[src/rtl/ddr_pkg.sv]
// Shared dance-pad types and pad index constants.
// Used by pad input, scoring and the step display path.
package ddr_pkg;

   localparam int N_PADS    = 4;
   localparam int PAD_LEFT  = 0;
   localparam int PAD_DOWN  = 1;
   localparam int PAD_UP    = 2;
   localparam int PAD_RIGHT = 3;

   typedef logic [N_PADS-1:0] pad_vec_t;

endpackage

[src/rtl/pad_input_if.sv]
// Pad pins, beat pulse and conditioned hit outputs of pad_input.
// master = board/testbench side, slave = pad_input.
interface pad_input_if;
   import ddr_pkg::*;

   pad_vec_t padRaw;
   logic     stepEn;
   pad_vec_t pressed;
   pad_vec_t newPress;
   pad_vec_t button;
   pad_vec_t beatHits;
   logic     beatValid;

   modport master (
      output padRaw, stepEn,
      input  pressed, newPress, button, beatHits, beatValid
   );

   modport slave (
      input  padRaw, stepEn,
      output pressed, newPress, button, beatHits, beatValid
   );

endinterface

[src/rtl/pad_debouncer.sv]
// One pad: 2-flop synchroniser, stability counter, stable level
// and a one-cycle pulse the cycle after a debounced press.
module pad_debouncer #(
   parameter int DEBOUNCE_CYCLES = 20000
) (
   input  logic clk,
   input  logic reset,
   input  logic rawN,
   output logic pressed,
   output logic newPress
);

   localparam int CNT_W = $clog2(DEBOUNCE_CYCLES + 1);
   localparam logic [CNT_W-1:0] CNT_MAX = CNT_W'(DEBOUNCE_CYCLES - 1);

   // Flops carry the raw active-low level so reset means released.
   logic             sync1;
   logic             sync2;
   logic             syncLvl;
   logic             stable;
   logic             stableD;
   logic [CNT_W-1:0] count;

   assign syncLvl = ~sync2;

   always_ff @(posedge clk or negedge reset) begin
      if (!reset) begin
         sync1 <= 1'b1;
         sync2 <= 1'b1;
      end else begin
         sync1 <= rawN;
         sync2 <= sync1;
      end
   end

   always_ff @(posedge clk or negedge reset) begin
      if (!reset) begin
         stable <= 1'b0;
         count  <= '0;
      end else if (syncLvl == stable) begin
         count  <= '0;
      end else if (count == CNT_MAX) begin
         stable <= syncLvl;
         count  <= '0;
      end else begin
         count  <= count + 1'b1;
      end
   end

   always_ff @(posedge clk or negedge reset) begin
      if (!reset) begin
         stableD  <= 1'b0;
         newPress <= 1'b0;
      end else begin
         stableD  <= stable;
         newPress <= stable & ~stableD;
      end
   end

   assign pressed = stable;

endmodule

[src/rtl/pad_input.sv]
// Conditions raw pad switches into debounced levels, press pulses
// and per-beat hit snapshots for scoring.
module pad_input
   import ddr_pkg::*;
#(
   parameter int DEBOUNCE_CYCLES = 20000
) (
   input logic        clk,
   input logic        reset,
   pad_input_if.slave pads
);

   pad_vec_t pressedV;
   pad_vec_t newPressV;
   pad_vec_t buttonQ;
   pad_vec_t beatHitsQ;
   logic     beatValidQ;

   for (genvar i = 0; i < N_PADS; i++) begin : g_pad
      pad_debouncer #(
         .DEBOUNCE_CYCLES(DEBOUNCE_CYCLES)
      ) u_deb (
         .clk     (clk),
         .reset   (reset),
         .rawN    (pads.padRaw[i]),
         .pressed (pressedV[i]),
         .newPress(newPressV[i])
      );
   end

   // A press landing on the beat closes with the old window.
   always_ff @(posedge clk or negedge reset) begin
      if (!reset) begin
         buttonQ    <= '0;
         beatHitsQ  <= '0;
         beatValidQ <= 1'b0;
      end else begin
         beatValidQ <= pads.stepEn;
         if (pads.stepEn) begin
            beatHitsQ <= buttonQ | newPressV;
            buttonQ   <= '0;
         end else begin
            buttonQ   <= buttonQ | newPressV;
         end
      end
   end

   assign pads.pressed   = pressedV;
   assign pads.newPress  = newPressV;
   assign pads.button    = buttonQ;
   assign pads.beatHits  = beatHitsQ;
   assign pads.beatValid = beatValidQ;

endmodule

[src/flat_wrapper.sv]
// flat-port wrapper written by rule: the top's interface ports become plain ports
module pad_input_flat import ddr_pkg::*;
#(
   parameter int DEBOUNCE_CYCLES = 20000
)
  (clk, reset, pads_padRaw, pads_stepEn, pads_pressed, pads_newPress, pads_button, pads_beatHits, pads_beatValid);
  pad_input_if pads_i ();
  input logic clk;
  input logic reset;
  input wire logic [$bits(pads_i.padRaw)-1:0] pads_padRaw;
  input wire logic [$bits(pads_i.stepEn)-1:0] pads_stepEn;
  output wire logic [$bits(pads_i.pressed)-1:0] pads_pressed;
  output wire logic [$bits(pads_i.newPress)-1:0] pads_newPress;
  output wire logic [$bits(pads_i.button)-1:0] pads_button;
  output wire logic [$bits(pads_i.beatHits)-1:0] pads_beatHits;
  output wire logic [$bits(pads_i.beatValid)-1:0] pads_beatValid;
  assign pads_i.padRaw = pads_padRaw;
  assign pads_i.stepEn = pads_stepEn;
  assign pads_pressed = pads_i.pressed;
  assign pads_newPress = pads_i.newPress;
  assign pads_button = pads_i.button;
  assign pads_beatHits = pads_i.beatHits;
  assign pads_beatValid = pads_i.beatValid;
  pad_input #(.DEBOUNCE_CYCLES(DEBOUNCE_CYCLES)) u_core (.clk(clk), .reset(reset), .pads(pads_i));
endmodule
[config.mk]
export PLATFORM = sky130hd
export DESIGN_NAME = pad_input_flat
export DESIGN_NICKNAME = d
export VERILOG_FILES = /design/src/rtl/ddr_pkg.sv /design/src/rtl/pad_input_if.sv /design/src/rtl/pad_debouncer.sv /design/src/rtl/pad_input.sv /design/src/flat_wrapper.sv
export SDC_FILE = /design/constraint.sdc
export NUM_CORES = 1
export LEC_CHECK = 0
export ABC_AREA = 1
export CAP_MARGIN = 20
export CORE_ASPECT_RATIO = 1.75
export CORE_UTILIZATION = 50
export CTS_BUF_LIST = sky130_fd_sc_hd__clkbuf_8 sky130_fd_sc_hd__clkbuf_16
export DETAILED_ROUTE_END_ITERATION = 6
export GPL_TIMING_DRIVEN = 0
export PLACE_DENSITY = 0.67
export SLEW_MARGIN = 20
export SYNTH_ARGS = -nofsm -noshare
export SYNTH_HDL_FRONTEND = slang
export SYNTH_SLANG_ARGS = --single-unit
export TNS_END_PERCENT = 10
[constraint.sdc]
create_clock -name clk -period 3.2 [get_ports clk]
set_input_delay 0.64 -clock clk [delete_from_list [all_inputs] [get_ports clk]]
set_output_delay 0.64 -clock clk [all_outputs]
set_load 0.005 [all_outputs]
=== Yosys cells after proc, flatten, opt, wreduce, memory -nomap -nowiden ===
Index checks and enable logic that the tools add are counted.

* Memories kept: 0
* Memory bits (writable): 0
* Input port bits: 7
* ROM bits: 0
* Latch bits: 0
* Flip-flop bits (word level): 89
* Logic and storage cells: 69

* Reduce and logical (&&, ||, !) cells: 4
* Add/subtract/negate cells: 4
* Bitwise logic cells: 17
* Shift operators: 0
* Equality and inequality tests: 8
* Order comparisons: 0
* Multipliers: 0
* Div/mod/pow operators: 0
* Multiplexer cells: 9

{| class="wikitable"
|+ Operators with widths
! kind !! count
|-
| $mux 15 || 8
|-
| $add 15x1->15 const B || 4
|-
| $eq 15x15->1 const B || 4
|-
| $not 1->1 || 12
|-
| $reduce_and 2->1 || 4
|-
| $and 1x1->1 || 4
|-
| $eq 1x1->1 || 4
|-
| $mux 4 || 1
|-
| $or 4x4->4 || 1
|}

=== Depth between registers and ports, before layout ===
* Word-level depth: 4
* Gate-level depth with buffers: 8
* Mapped depth without buffers: 8

=== Cells and area by module ===
From an unflattened synthesis, not the netlist that was laid out.

* Cells, all modules: 484
* Area total of the unflattened synthesis: 4,341.7 um^2

{| class="wikitable"
|+ By module, submodules not included
! module !! cells an instance !! area each (um^2) !! instances !! sequential area each (um^2)
|-
| pad_debouncer at u_core.g_pad[1].u_deb ... || 110 || 980.9 || 3 || 503.0
|-
| pad_debouncer at u_core.g_pad[0].u_deb || 123 || 1,084.8 || 1 || 503.0
|-
| pad_input || 31 || 314.1 || 1 || 225.2
|}

=== Least setup slack after synthesis ===
OpenSTA, ideal clock, no wires.

* Path type: flip-flop to flip-flop
* Start point: register u_core.g_pad[1].u_deb.count[0]
* End point: register u_core.g_pad[1].u_deb.count[10]
* Cell stages (with the launch flop): 9
* Path buffers: 0
* Slack: 1.961 ns
* Setup time: 0.077 ns
* Clock period less this slack: 1.239 ns
* Arrival time: 1.162 ns
* Cell sequence: dfrtp_1 > ha_1 > nand2_1 > inv_2 > nand2_2 > nor2_2 > nand2_2 > nand2_4 > a21oi_1

* Cells in the longest elaborated chain, start to end: 3

{| class="wikitable"
|+ Ends and longest elaborated chain
! what !! RTL line !! source
|-
| start, declared || pad_debouncer.sv:22 || <nowiki>logic [CNT_W-1:0] count;</nowiki>
|-
| start signal, assigned || pad_debouncer.sv:46 || <nowiki>count <= count + 1'b1;</nowiki>
|-
| $add 15x1->15 / $eq 15x15->1 (equally long branches) || pad_debouncer.sv:46, pad_debouncer.sv:42 ||
|-
| $mux 15 * || pad_debouncer.sv:42 || <nowiki>end else if (count == CNT_MAX) begin</nowiki>
|-
| $mux 15 * || pad_debouncer.sv:40 || <nowiki>end else if (syncLvl == stable) begin</nowiki>
|}

Mark *: on every way between the ends. The rest lies on a longest branch, timed or not.
A chain may end at the register's enable or synchronous reset.

=== Final worst setup path ===
* Start point: register u_core.g_pad[0].u_deb.stable
* End point: output pads_pressed[0]

{| class="wikitable"
|+ RTL lines
! what !! RTL line !! source
|-
| start, declared || pad_debouncer.sv:20 || <nowiki>logic stable;</nowiki>
|-
| start signal, assigned || pad_debouncer.sv:43 || <nowiki>stable <= syncLvl;</nowiki>
|-
| end, declared || flat_wrapper.sv:12 || <nowiki>output wire logic [$bits(pads_i.pressed)-1:0] pads_pressed;</nowiki>
|}

No word-level cell between the ends.

==> run_results.csv <==
group,metric,value,unit
drt,via_per_inst,4.94,
logic_synthesis,synth-seq-cells,89,
die,pin_count,24,
worst_setup_path,crit_type,"flip-flop to output port",
logic_synthesis,yosys-top-cells-area,"dfrtp_1 46%, nor2_1 11%, nand2_1 7.2%",
sta,setup_tns,0,ns
layout,fillers,774,
placement,place_area,4780,sq um
logic_synthesis,yosys_warnings,0,
die,fp.dieW,72.8,um
sta,clock.fmax,480,MHz
logic_synthesis,avgSynthCellArea,8.42,sq um
global_route,grt_overflow,0,
global_route,grt_max_degree,51,
sta,fin_skew,0.00731,ns
clocking,ctsResizeCount,0,
sta,finalSetupViolCount,0,
global_route,track_usage,20.2,%
worst_setup_path,cpPeakStageDelay,0.49,ns
power,combPwrFrac,4.1,%
sta,finalHoldViolCount,0,
power,power.share.switching,23.1,%
sta,tightest_slew,0.637,ns
layout,n_antenna_cell,0,
sta,whs,0.319,ns
clocking,insertion_delay,0.33,ns
clocking,holdBufCountCts,0,
placement,gp_congestion,0.878,
sta,period_minus_slack,2.08,ns
clocking,cts_tree,"yes",
logic_synthesis,synthesis.nets,532,
die,die_h,126,um
sta,rsz0062_at_grt,"no",
worst_setup_path,end_kind,"output port",
layout,utilization,60.1,%
die,start_util,52.1,%
clocking,postCtsSetupBuffers,0,
drt,drc_errors,0,
power,vdd_ir_drop_max,329,uV
die,rows,44,
global_route,antenna_found_initial,0,
die,core,8420,sq um
global_route,grt_pass1_vias,3455,
power,power.internal,1740,uW
drt,wl,8150,um
worst_setup_path,reg2reg_depth,6,
hold_path,min_path_type,"primary input to asynchronous set/reset pin",
layout,final_area,5060,sq um
layout,final_cell_mix,"124 x nor2_1, 84 x nand2_1, 81 x dfrtp_1",
power,p_leak,0.00216,uW
clocking,htree_levels,3,
logic_synthesis,synth_top_area_cell,"dfrtp_1",
sta,period_share,65.1,%
power,seqPwrFrac,51.5,%
worst_setup_path,start_kind,"flip-flop",
drt,vias,3342,
power,p_switching,523,uW
sta,finalMaxSlewViolations,0,
layout,fin_nets,567,
layout,area_growth,15.5,%
layout,drive_above_1_share,16.6,%
die,die_area,9160,sq um
layout,layout_commonest_cell,"nor2_1",
logic_synthesis,synth_top_area_share,46.2,%
sta,post-route-worst-setup-slack,1.12,ns
global_route,grt_first_pass_wirelength,14500,um
clocking,cts_made_buffers,9,
logic_synthesis,syn_area,4390,sq um
outcome,status,"finished clean",
placement,hpwl,6150,um
power,powerDensity,447,nW/um^2
worst_setup_path,slowest_stage,"clkdlybuf4s50_1",
sta,timing.slew.headroom,57.5,%
logic_synthesis,synth_cell_type_count,27,
logic_synthesis,synth_cells,521,
drt,antenna_left,0,
drt,drt-initial-drc-count,148,
placement,pre_cts_ws,1.38,ns
drt,first_pass_iters,4,
power,clockPowerShare,44.4,%
clocking,cts.sinks,89,
worst_setup_path,cp_max_fo,5,
clocking,clkTransAtPathRegs,0.07,ns
placement,io_buffers,23,
clocking,cts_buffer_depth,2,
run,drv_cap,0,
clocking,clockRootBuffer,"clkbuf_16",
worst_setup_path,cp_data_arrival_time,1.44,ns
drt,wl_per_cell,12.1,um
worst_setup_path,cp.required,2.56,ns
logic_synthesis,yosysSeqAreaShare,51.0,%
worst_setup_path,crit_chain,"buf_4, clkdlybuf4s50_1",
-- synthesized netlist by cell type --
cell,n
xnor2_1,3
nand2_4,6
ha_1,4
or2_1,1
a21oi_1,14
buf_4,8
nand3_2,1
dfstp_2,8
nand4_1,12
o21bai_1,1
o21ai_0,5
o21ai_1,11
nor2_4,4
o21bai_2,6
xor2_1,12
inv_2,4
xnor2_2,4
clkbuf_1,1
nor3_1,10
nand2_2,18
inv_1,54
nor2_1,124
nand3_1,29
nor2_2,15
o21ai_2,1
nand2_1,84
dfrtp_1,81
-- cell families (layout without fill, tap and decap cells) --
logic type / after synthesis / count (layout) / synth area share, %
adder cells (fa/ha/maj): 4 / 4 / 1.14
flip-flops: 89 / 89 / 51.0
buffers and inverters: 67 / 107 / 6.42
AO/OA/AOI/OAI: 38 / 38 / 5.34
AND/OR/NAND/NOR: 304 / 304 / 31.6
XOR/XNOR: 19 / 19 / 4.48
-- critical path: cells and delay by family (launching register included) --
| kind | cells | cell delay [ns] |
|---|---|---|
| buffers and inverters | 2 | 0.64 |
| DFF | 1 | 0.47 |
-- layout make-up --
class / instances / area, sq um / area share, %
buffer: 9 / 63.8 / 1.26
clock buffer: 10 / 239 / 4.72
clock inverter: 6 / 47.5 / 0.939
inverter: 58 / 218 / 4.30
multi-input combinational: 365 / 1870 / 36.9
sequential: 89 / 2240 / 44.2
tap: 115 / 144 / 2.84
timing repair buffer: 24 / 248 / 4.89
-- registers in the layout, summed over array words and instances (netlist names) --
| register | cells |
|---|---|
| u_core.g_pad.u_deb.count | 60 |
| u_core.g_pad.u_deb.stableD | 4 |
| u_core.g_pad.u_deb.sync1 | 4 |
| u_core.pads.beatHits | 4 |
| u_core.g_pad.u_deb.pressed | 4 |
| u_core.g_pad.u_deb.sync2 | 4 |
| u_core.pads.button | 4 |
| u_core.g_pad.u_deb.newPress | 4 |
| u_core.pads.beatValid | 1 |
-- metal layers --
| layer | GRT usage (%) | routed length [um] | part of all wire [%] | vias to the layer above |
|---|---|---|---|---|
| met4 | 9.80 | 188 | 2.3 | 0 |
| met3 | 2.96 | 147 | 1.8 | 15 |
| met5 | 0 | 0 | 0 | - |
| li1 | - | - | - | 1701 |
| met1 | 21.8 | 3300 | 41 | 1580 |
| met2 | 37.2 | 4510 | 55 | 46 |
-- power by group through the flow --
stage	clock network [uW]	registers (uW)	logic, uW
finish	1010	1170	91.9
global route	1070	1170	108
CTS	1030	1170	95.9
detailed placement	0	1190	95.5
global placement	0	1190	91.0
floorplan	0	1180	42.2
-- final timing paths --
kind	startpoint	to	slack (ns)
max	u_core.g_pad[0].u_deb.pressed	pads_pressed[0]	1.12
max in group asynchronous	reset	u_core.g_pad[1].u_deb.sync2	2.18
min in group clk	u_core.g_pad[1].u_deb.sync1	u_core.g_pad[1].u_deb.sync2	0.36
min reg2reg	u_core.g_pad[1].u_deb.sync1	u_core.g_pad[1].u_deb.sync2	0.36
min	reset	u_core.g_pad[3].u_deb.newPress	0.32
max reg2reg	u_core.g_pad[0].u_deb.count[0]	u_core.g_pad[0].u_deb.count[8]	1.75
-- stage by stage --
step	total power, uW	cells
4_1_cts	2290	676
3_3_place_gp	1280	659
6_report	2270	676
2_1_floorplan	1230	521
3_5_place_dp	1280	660
5_1_grt	2350	676
Power figures use the tool's default switching activity.
